===== config.mk =====
export PLATFORM = sky130hd
export DESIGN_NAME = mem_access_ctrl_flat
export DESIGN_NICKNAME = d
export VERILOG_FILES = /design/src/rtl/mem_access_ctrl_if.sv /design/src/rtl/mem_access_ctrl.sv /design/src/flat_wrapper.sv
export SDC_FILE = /design/constraint.sdc
export NUM_CORES = 1
export LEC_CHECK = 0
export ABC_AREA = 1
export BUFFER_PORTS_ARGS = -buffer_cell sky130_fd_sc_hd__clkbuf_2
export CAP_MARGIN = 10
export CORE_MARGIN = 1
export CORE_UTILIZATION = 40
export DETAILED_ROUTE_END_ITERATION = 7
export GPL_ROUTABILITY_DRIVEN = 0
export PLACE_DENSITY = 0.84
export SETUP_SLACK_MARGIN = 0.2
export SLEW_MARGIN = 20
export SYNTH_ARGS = -nofsm -noshare
export SYNTH_HDL_FRONTEND = slang
export SYNTH_SLANG_ARGS = --single-unit

===== constraint.sdc =====
create_clock -name Clk -period 1.3 [get_ports Clk]
set_input_delay 0.065 -clock Clk [delete_from_list [all_inputs] [get_ports Clk]]
set_output_delay 0.065 -clock Clk [all_outputs]
set_load 0.05 [all_outputs]

===== src/rtl/mem_access_ctrl_if.sv =====
// CPU-side request/response bundle for mem_access_ctrl.
// The master modport is the datapath/control unit; the slave modport is the sequencer.
interface mem_access_ctrl_if;
    logic        Req;
    logic        WrEn;
    logic [19:0] Addr;
    logic [15:0] WrData;
    logic [15:0] RdData;
    logic        Ready;
    logic        Busy;

    modport master (
        output Req, WrEn, Addr, WrData,
        input  RdData, Ready, Busy
    );

    modport slave (
        input  Req, WrEn, Addr, WrData,
        output RdData, Ready, Busy
    );
endinterface


===== src/rtl/mem_access_ctrl.sv =====
// LC-3 SRAM access sequencer: IDLE -> SETUP -> ACCESS (WAIT_STATES cycles) -> DONE.
// Optional macro MEM_IO_MAP_EN: IO_ADDR reads Switches and writes HexData instead of the SRAM.
module mem_access_ctrl #(
    parameter int unsigned WAIT_STATES = 2,
    parameter logic [19:0] IO_ADDR     = 20'h0FFFF
) (
    input  logic             Clk,
    input  logic             Reset,
    mem_access_ctrl_if.slave bus,
    output logic             Sram_CE,
    output logic             Sram_UB,
    output logic             Sram_LB,
    output logic             Sram_OE,
    output logic             Sram_WE,
    output logic [19:0]      Sram_ADDR,
    output logic [15:0]      Sram_DQ_Out,
    output logic             Sram_DQ_En,
    input  logic [15:0]      Sram_DQ_In,
    input  logic [15:0]      Switches,
    output logic [15:0]      HexData
);

    typedef enum logic [1:0] {
        IDLE,
        SETUP,
        ACCESS,
        DONE
    } state_t;

    state_t      state;
    logic [3:0]  wait_cnt;
    logic        wr_q;
    logic        io_q;
    logic        io_hit;
    logic        ce_n;
    logic        oe_n;
    logic        we_n;
    logic        dq_en;
    logic [19:0] sram_addr;
    logic [15:0] dq_out;
    logic [15:0] rd_data;
    logic [15:0] rd_src;
    logic        ready;
    logic        busy;

`ifdef MEM_IO_MAP_EN
    logic [15:0] hex_q;

    assign io_hit = (bus.Addr == IO_ADDR);
    assign rd_src = io_q ? Switches : Sram_DQ_In;

    // The I/O write lands when DONE retires, mirroring the SRAM write hold point.
    always_ff @(posedge Clk) begin
        if (Reset) begin
            hex_q <= '0;
        end else if (state == DONE && wr_q && io_q) begin
            hex_q <= dq_out;
        end
    end

    assign HexData = hex_q;
`else
    logic unused_io;

    assign io_hit    = 1'b0;
    assign rd_src    = Sram_DQ_In;
    assign HexData   = '0;
    assign unused_io = (^Switches) ^ (^IO_ADDR);
`endif

    // Strobes are registered on the edge entering each state, so they are
    // valid for the whole of the state they belong to.
    always_ff @(posedge Clk) begin
        if (Reset) begin
            state     <= IDLE;
            wait_cnt  <= '0;
            wr_q      <= 1'b0;
            io_q      <= 1'b0;
            ce_n      <= 1'b1;
            oe_n      <= 1'b1;
            we_n      <= 1'b1;
            dq_en     <= 1'b0;
            sram_addr <= '0;
            dq_out    <= '0;
            rd_data   <= '0;
            ready     <= 1'b0;
            busy      <= 1'b0;
        end else begin
            ready <= 1'b0;
            case (state)
                IDLE: begin
                    if (bus.Req) begin
                        wr_q   <= bus.WrEn;
                        io_q   <= io_hit;
                        dq_out <= bus.WrData;
                        busy   <= 1'b1;
                        state  <= SETUP;
                        if (!io_hit) begin
                            sram_addr <= bus.Addr;
                            ce_n      <= 1'b0;
                            oe_n      <= bus.WrEn;
                            dq_en     <= bus.WrEn;
                        end
                    end
                end
                SETUP: begin
                    wait_cnt <= 4'(WAIT_STATES - 1);
                    we_n     <= ~wr_q | io_q;
                    state    <= ACCESS;
                end
                ACCESS: begin
                    if (wait_cnt == '0) begin
                        oe_n  <= 1'b1;
                        we_n  <= 1'b1;
                        ready <= 1'b1;
                        state <= DONE;
                        if (!wr_q) begin
                            rd_data <= rd_src;
                        end
                    end else begin
                        wait_cnt <= wait_cnt - 1'b1;
                    end
                end
                DONE: begin
                    ce_n  <= 1'b1;
                    dq_en <= 1'b0;
                    busy  <= 1'b0;
                    state <= IDLE;
                end
                default: begin
                    state <= IDLE;
                end
            endcase
        end
    end

    assign Sram_CE     = ce_n;
    assign Sram_UB     = ce_n;
    assign Sram_LB     = ce_n;
    assign Sram_OE     = oe_n;
    assign Sram_WE     = we_n;
    assign Sram_ADDR   = sram_addr;
    assign Sram_DQ_Out = dq_out;
    assign Sram_DQ_En  = dq_en;
    assign bus.RdData  = rd_data;
    assign bus.Ready   = ready;
    assign bus.Busy    = busy;

endmodule


===== src/flat_wrapper.sv =====
// flat-port wrapper written by rule: the top's interface ports become plain ports
module mem_access_ctrl_flat 
#(
    parameter int unsigned WAIT_STATES = 2,
    parameter logic [19:0] IO_ADDR     = 20'h0FFFF
)
  (Clk, Reset, Sram_CE, Sram_UB, Sram_LB, Sram_OE, Sram_WE, Sram_ADDR, Sram_DQ_Out, Sram_DQ_En, Sram_DQ_In, Switches, HexData, bus_Req, bus_WrEn, bus_Addr, bus_WrData, bus_RdData, bus_Ready, bus_Busy);
  mem_access_ctrl_if bus_i ();
  input  logic Clk;
  input  logic Reset;
  output logic Sram_CE;
  output logic Sram_UB;
  output logic Sram_LB;
  output logic Sram_OE;
  output logic Sram_WE;
  output logic [19:0] Sram_ADDR;
  output logic [15:0] Sram_DQ_Out;
  output logic Sram_DQ_En;
  input  logic [15:0] Sram_DQ_In;
  input  logic [15:0] Switches;
  output logic [15:0] HexData;
  input wire logic [$bits(bus_i.Req)-1:0] bus_Req;
  input wire logic [$bits(bus_i.WrEn)-1:0] bus_WrEn;
  input wire logic [$bits(bus_i.Addr)-1:0] bus_Addr;
  input wire logic [$bits(bus_i.WrData)-1:0] bus_WrData;
  output wire logic [$bits(bus_i.RdData)-1:0] bus_RdData;
  output wire logic [$bits(bus_i.Ready)-1:0] bus_Ready;
  output wire logic [$bits(bus_i.Busy)-1:0] bus_Busy;
  assign bus_i.Req = bus_Req;
  assign bus_i.WrEn = bus_WrEn;
  assign bus_i.Addr = bus_Addr;
  assign bus_i.WrData = bus_WrData;
  assign bus_RdData = bus_i.RdData;
  assign bus_Ready = bus_i.Ready;
  assign bus_Busy = bus_i.Busy;
  mem_access_ctrl #(.WAIT_STATES(WAIT_STATES), .IO_ADDR(IO_ADDR)) u_core (.Clk(Clk), .Reset(Reset), .bus(bus_i), .Sram_CE(Sram_CE), .Sram_UB(Sram_UB), .Sram_LB(Sram_LB), .Sram_OE(Sram_OE), .Sram_WE(Sram_WE), .Sram_ADDR(Sram_ADDR), .Sram_DQ_Out(Sram_DQ_Out), .Sram_DQ_En(Sram_DQ_En), .Sram_DQ_In(Sram_DQ_In), .Switches(Switches), .HexData(HexData));
endmodule

**Word-level counts from Yosys, hierarchy flattened**

Index checks and enable logic that the tools add are counted.

- Register bits: 65
- Input bits: 72
- Output and inout bits: 76
- Word-level logic and storage cells: 49

- $add $sub $neg: 1
- Equal/unequal tests: 6
- Mux-type cells: 15
- Bitwise operators: 2
- Reductions and logical operators: 13

Operator list:

| cell | count |
|---|---|
| 1-bit case mux with 2 select lines | 5 |
| 2-bit AND reduction | 5 |
| 2-bit case mux with 4 select lines | 1 |
| 4-bit case mux with 2 select lines | 1 |
| 3-bit AND reduction | 2 |
| 2-bit nonzero test | 3 |
| 1-bit 2-to-1 mux | 5 |
| 2-bit == test (second input constant) | 2 |
| 4-bit zero test | 1 |
| 2-bit 2-to-1 mux | 2 |
| 4-bit 2-to-1 mux | 1 |
| 2-bit inequality test (second input constant) | 2 |
| 4-bit by 1-bit subtractor with 4-bit output (second input constant) | 1 |
| 2-bit by 1-bit == test with 1-bit output (second input constant) | 1 |
| 2-bit zero test | 1 |
| 2-bit by 1-bit inequality test with 1-bit output (second input constant) | 1 |
| 1-bit NOT | 2 |
| 2-bit OR reduction | 1 |

**Depth between registers and ports, before layout**

- Depth after elaboration: 3
- Mapped depth: 9
- Mapped depth without buffers: 8

**Worst setup path after synthesis**

Ideal clock, no wire load.

- Path type: reg2reg
- Start point: register u_core.state[0]
- End point: register u_core.busy (netlist: u_core.bus.Busy)
- Setup time: 115 ps
- Data arrival time: 1301 ps
- Data required time: 1185 ps
- Setup slack: -116 ps
- Cell stages (with the launch flop): 7
- Path buffers: 1
- Period minus slack after synthesis: 1416 ps
- Path through: dfxtp_1 -> inv_1 -> ha_1 -> nand2_1 -> clkbuf_1 -> o21ai_0 -> o21a_1

- Longest elaborated chain between the ends: 3
- Elaborated cells between the ends (all ways): 6
- Classes of those cells: 2 x eq/ne; 1 x mux; 3 x reduce/logical

Ends and longest elaborated chain:

| element | RTL line | RTL |
|---|---|---|
| start, declared | mem_access_ctrl.sv:30 | `state_t state;` |
| start signal, assigned | mem_access_ctrl.sv:75 | `state <= IDLE;` |
| start signal, assigned | mem_access_ctrl.sv:97 | `state <= SETUP;` |
| start signal, assigned | mem_access_ctrl.sv:109 | `state <= ACCESS;` |
| 2-bit == test or 2-bit zero test (tied branches) | mem_access_ctrl.sv:90 | `case (state)` |
| 2-bit nonzero test (no line) or 2-bit inequality test (tied branches) | -- |  |
| 2-bit AND reduction (no line) | -- |  |
| end signal, assigned | mem_access_ctrl.sv:87 | `busy <= 1'b0;` |
| end signal, assigned | mem_access_ctrl.sv:96 | `busy <= 1'b1;` |
| end signal, assigned | mem_access_ctrl.sv:127 | `busy <= 1'b0;` |
| end, declared | mem_access_ctrl.sv:44 | `logic busy;` |

Parallel ways exist; a longest one is shown, timed or not.
A chain may end at the register's enable or synchronous reset.

**Final worst setup path**

- Start point: register u_core.state[0]
- End point: register u_core.wait_cnt[3]

- Longest elaborated chain between the ends: 3
- Elaborated cells between the ends (all ways): 6
- Classes of those cells: 3 x eq/ne; 1 x mux; 2 x reduce/logical

Ends and longest elaborated chain:

| element | RTL line | RTL |
|---|---|---|
| 2-bit == test or 2-bit by 1-bit == test with 1-bit output (tied branches) | mem_access_ctrl.sv:90 |  |
| 2-bit inequality test (no line) or 2-bit nonzero test (tied branches) | -- |  |
| 2-bit AND reduction (no line) | -- |  |
| end signal, assigned | mem_access_ctrl.sv:107 | `wait_cnt <= 4'(WAIT_STATES - 1);` |
| end signal, assigned | mem_access_ctrl.sv:121 | `wait_cnt <= wait_cnt - 1'b1;` |
| end, declared | mem_access_ctrl.sv:31 | `logic [3:0] wait_cnt;` |

Parallel ways exist; a longest one is shown, timed or not.

==> results.toml <==
[outcome]
status = "complete, but fails checks"
failed_checks = "DRC, hold timing, setup timing"

[route]
route.detailed.vias_per_inst = 4.84
routed_wl_um = 8160
drc = 10
route.vias.total = 2839
drt_iter0_drc = 84
detail_route.wl_per_cell_um = 13.9
dr.pass1.iters = 6
route.antenna.remaining_nets = 0

[cells_and_area]
layout-area-overhead-vs-synth_pct = 56.2
layout_nets = 584
final-instance-count-excl-fill = 587
layout-drive-gt1-share_pct = 44.5
antenna_cells = 0
n_fill_cell = 491
postLayoutCellArea_sq_mm = 0.00423

[worst_setup_path]
timing.reg2reg.worst_path_depth = 7
flop2flop_setup_slack_ns = -0.05
largest_fanout_of_any_net_on_the_critical_path = 9
worstSetupPathType = "reg2reg"
crit_path_start_kind = "flop"
critical_path_capture_point_type = "flop"
arrival_ns = 1.59
worst_r2r_endpoint = "u_core.wait_cnt[3]"
r2r-start = "u_core.state[0]"
required_time_of_the_critical_path_ns = 1.54

[job]
max-cap-violations = 0

[sta]
finalHoldViolations = 5
final_critical_path_setup_slack_ns = -0.0516
timing.hold.ws_ns = -0.0157
worst_clock_skew_on_the_final_layout_ns = 0.00998
max_freq_ghz = 0.740
post-route-min-period_ns = 1.35
report.final.setup_viol = 11
period_share_pct = 104
drv_slew = 0
rsz0062_at_grt = "true"

[power]
p_leak_nw = 2.00
post-layout-total-power_w = 0.0103
power_density_mw_per_mm2 = 2440
power.ir.vdd_worst_v = 0.00121

[floorplan]
core_region_area_sq_mm = 0.00646
die_w_um = 84.3
rows = 29
top_level_ports = 148
start_util_pct = 42.0
floorplan.die_area_sq_mm = 0.00711
fp.dieH_um = 84.3

[global_routing]
vias_in_the_first_global_route = 2573
grt_overflow_total = 0
grt.total_usage_pct = 19.4
grt_max_degree = 38
grt_first_pass_wirelength_um = 11000
initial_antenna_violation_count = 0

[cts]
clk_pin_slew_worst_paths_ns = 0.08
h-tree-depth = 3
cts_tree = "done"
cts_inserted_buffers = 9
clk-insertion-delay-late_ns = 0.34
clock_sink_count = 65
cts_root_buffer = "sky130_fd_sc_hd__clkbuf_8"
clock_tree.buffer_depth = 2

[logic_synthesis]
yosysSeqAreaShare_pct = 48.0
syn-instance-count = 345
synth_seq_cells = 65
synth-warning-count = 0
ys_types = 25
mappedNetlistArea_sq_mm = 0.00271
avgSynthCellArea_sq_um = 7.86

[place]
port_buffers = 115
postPlaceCellArea_sq_mm = 0.00338
hpwl_after_dpl_um = 4580
dpl.cell_count = 528
place_worst_setup_slack_ns = 0.000438

[min_path]
timing.hold.worst.start = "bus_Addr[12]"
hp-class = "in2reg"
holdPathStages = 3
timing.hold.worst_endpoint = "u_core.Sram_ADDR[12]"
==> cell type report <==
cell class                 count  area (sq um)  share of cell area [%]
multi-input combinational    247          1400                    33.0
sequential                    65          1310                    31.0
timing repair buffer         169          1170                    27.5
clock buffer                  10           149                    3.52
tap                           77          96.3                    2.28
inverter                      13          73.8                    1.74
clock inverter                 6          41.3                   0.975
==> synthesized netlist by cell type (all sizes together) <==
library cell | number | area, sq um
a21oi | 9 | 45.0
buf | 29 | 199
clkbuf | 7 | 26.3
conb | 1 | 3.75
dfxtp | 65 | 1300
ha | 7 | 87.6
inv | 13 | 51.3
nand2 | 33 | 126
nand3 | 7 | 35.0
nand3b | 16 | 120
nor2 | 112 | 472
nor3 | 1 | 5.00
o2111ai | 1 | 8.76
o211ai | 1 | 7.51
o21a | 1 | 7.51
o21ai | 40 | 200
or2 | 1 | 6.26
xor2 | 1 | 8.76
==> layer usage <==
| layer | wire, um | vias up | part of all wire (%) | GRT usage, % |
|---|---|---|---|---|
| met4 | 252 | 0 | 3.1 | 9.55 |
| met1 | 3320 | 1324 | 41 | 19.4 |
| met5 | 0 | - | 0 | 0 |
| li1 | - | 1386 | - | - |
| met2 | 4170 | 104 | 51 | 37.0 |
| met3 | 422 | 25 | 5.2 | 5.31 |
==> state kept, by name, indices dropped and copies added (netlist names) <==
register,cells
u_core.Sram_ADDR,20
u_core.Sram_DQ_Out,16
u_core.bus.RdData,16
u_core.wait_cnt,4
u_core.state,2
u_core.Sram_CE,1
u_core.Sram_DQ_En,1
u_core.Sram_OE,1
u_core.Sram_WE,1
u_core.bus.Busy,1
u_core.bus.Ready,1
u_core.wr_q,1
==> worst max-delay path, cell delays in order (launching register included) <==
cell	delay (ns)
sky130_fd_sc_hd__dfxtp_4	0.39
sky130_fd_sc_hd__inv_6	0.05
sky130_fd_sc_hd__ha_4	0.17
sky130_fd_sc_hd__buf_4	0.14
sky130_fd_sc_hd__nand2_2	0.16
sky130_fd_sc_hd__nand2_1	0.11
sky130_fd_sc_hd__a21oi_1	0.17
sky130_fd_sc_hd__nor2_1	0.07
==> through the flow <==
| step | setup TNS (ns) | utilization (%) | hold slack (ns) |
|---|---|---|---|
| 6_report | -0.194 | 65.6 | -0.0157 |
| 5_1_grt | -1.20 | 65.6 | -0.00575 |
| 4_1_cts | 0 | 60.6 | 0.000167 |
| 3_5_place_dp | 0 | 52.4 | 0.322 |
| 3_3_place_gp | 0 | 52.4 | 0.312 |
| 2_1_floorplan | 0 | - | 0.208 |
==> timing repair <==
item | in CTS | in global routing
endpoints found under the hold margin | 30 | 2
setup buffers | 1 | 6
gates cloned | 1 | 4
gates resized for setup | 13 | 88
pin swaps | 1 | 4
hold buffers | 29 | 2
setup endpoints to repair | 67 | 65
==> placed cells by master (no fill, tap or decap), types with 2 or more instances in the layout <==
cell type	count
sky130_fd_sc_hd__buf_6	2
sky130_fd_sc_hd__buf_2	4
sky130_fd_sc_hd__ha_1	4
sky130_fd_sc_hd__clkinv_2	2
sky130_fd_sc_hd__clkbuf_16	4
sky130_fd_sc_hd__ha_4	3
sky130_fd_sc_hd__clkbuf_2	108
sky130_fd_sc_hd__clkbuf_8	9
sky130_fd_sc_hd__conb_1	16
sky130_fd_sc_hd__dfxtp_4	2
sky130_fd_sc_hd__buf_8	2
sky130_fd_sc_hd__o21ai_2	8
sky130_fd_sc_hd__nor2_2	37
sky130_fd_sc_hd__nand3b_1	16
sky130_fd_sc_hd__inv_1	5
sky130_fd_sc_hd__dlygate4sd3_1	31
sky130_fd_sc_hd__buf_4	14
sky130_fd_sc_hd__nand2_4	3
sky130_fd_sc_hd__clkbuf_4	3
sky130_fd_sc_hd__inv_4	3
sky130_fd_sc_hd__nand2_2	3
sky130_fd_sc_hd__nand3_1	7
sky130_fd_sc_hd__o21ai_1	24
sky130_fd_sc_hd__buf_12	2
sky130_fd_sc_hd__nor2_4	3
sky130_fd_sc_hd__dfxtp_2	2
sky130_fd_sc_hd__inv_2	3
sky130_fd_sc_hd__nand2_1	26
sky130_fd_sc_hd__clkinvlp_4	3
sky130_fd_sc_hd__a21oi_1	8
sky130_fd_sc_hd__o21ai_0	8
sky130_fd_sc_hd__nor2_1	72
sky130_fd_sc_hd__dfxtp_1	61
==> worst max-delay path by stage <==
stage                             startpoint               endpoint  slack, ns  cells past startpoint
after CTS                    u_core.state[0]   u_core.bus.RdData[4]       0.02                      8
after global placement    u_core.wait_cnt[0]     u_core.wait_cnt[1]       0.02                      6
after detailed placement     u_core.state[1]   u_core.Sram_ADDR[12]     0.0004                      7
after floorplan              u_core.state[0]  u_core.bus.RdData[10]       0.02                      9
final                        u_core.state[0]     u_core.wait_cnt[3]      -0.05                      7
after global routing         u_core.state[0]     u_core.wait_cnt[1]      -0.11                      6
==> report_power, final <==
group / switching, W / leakage, nW / internal [W]
sequential: 0.000408 / 0.537 / 0.00259
combinational: 0.00390 / 1.38 / 0.00182
clock: 0.000816 / 0.0894 / 0.000803
==> logic make-up (layout without fill, tap and decap cells) <==
group,count (synthesis),count (layout),synth area share (%)
other,1,16,0.138
xor gates and xnor gates,1,1,0.323
adders and majority gates,7,7,3.23
DFF,65,65,48.0
and+or+nand+nor,170,171,28.2
buffers and inverters,49,198,10.2
AOI/OAI and AO/OA,52,52,9.92
Note: power is estimated with default switching activity, not from simulation.
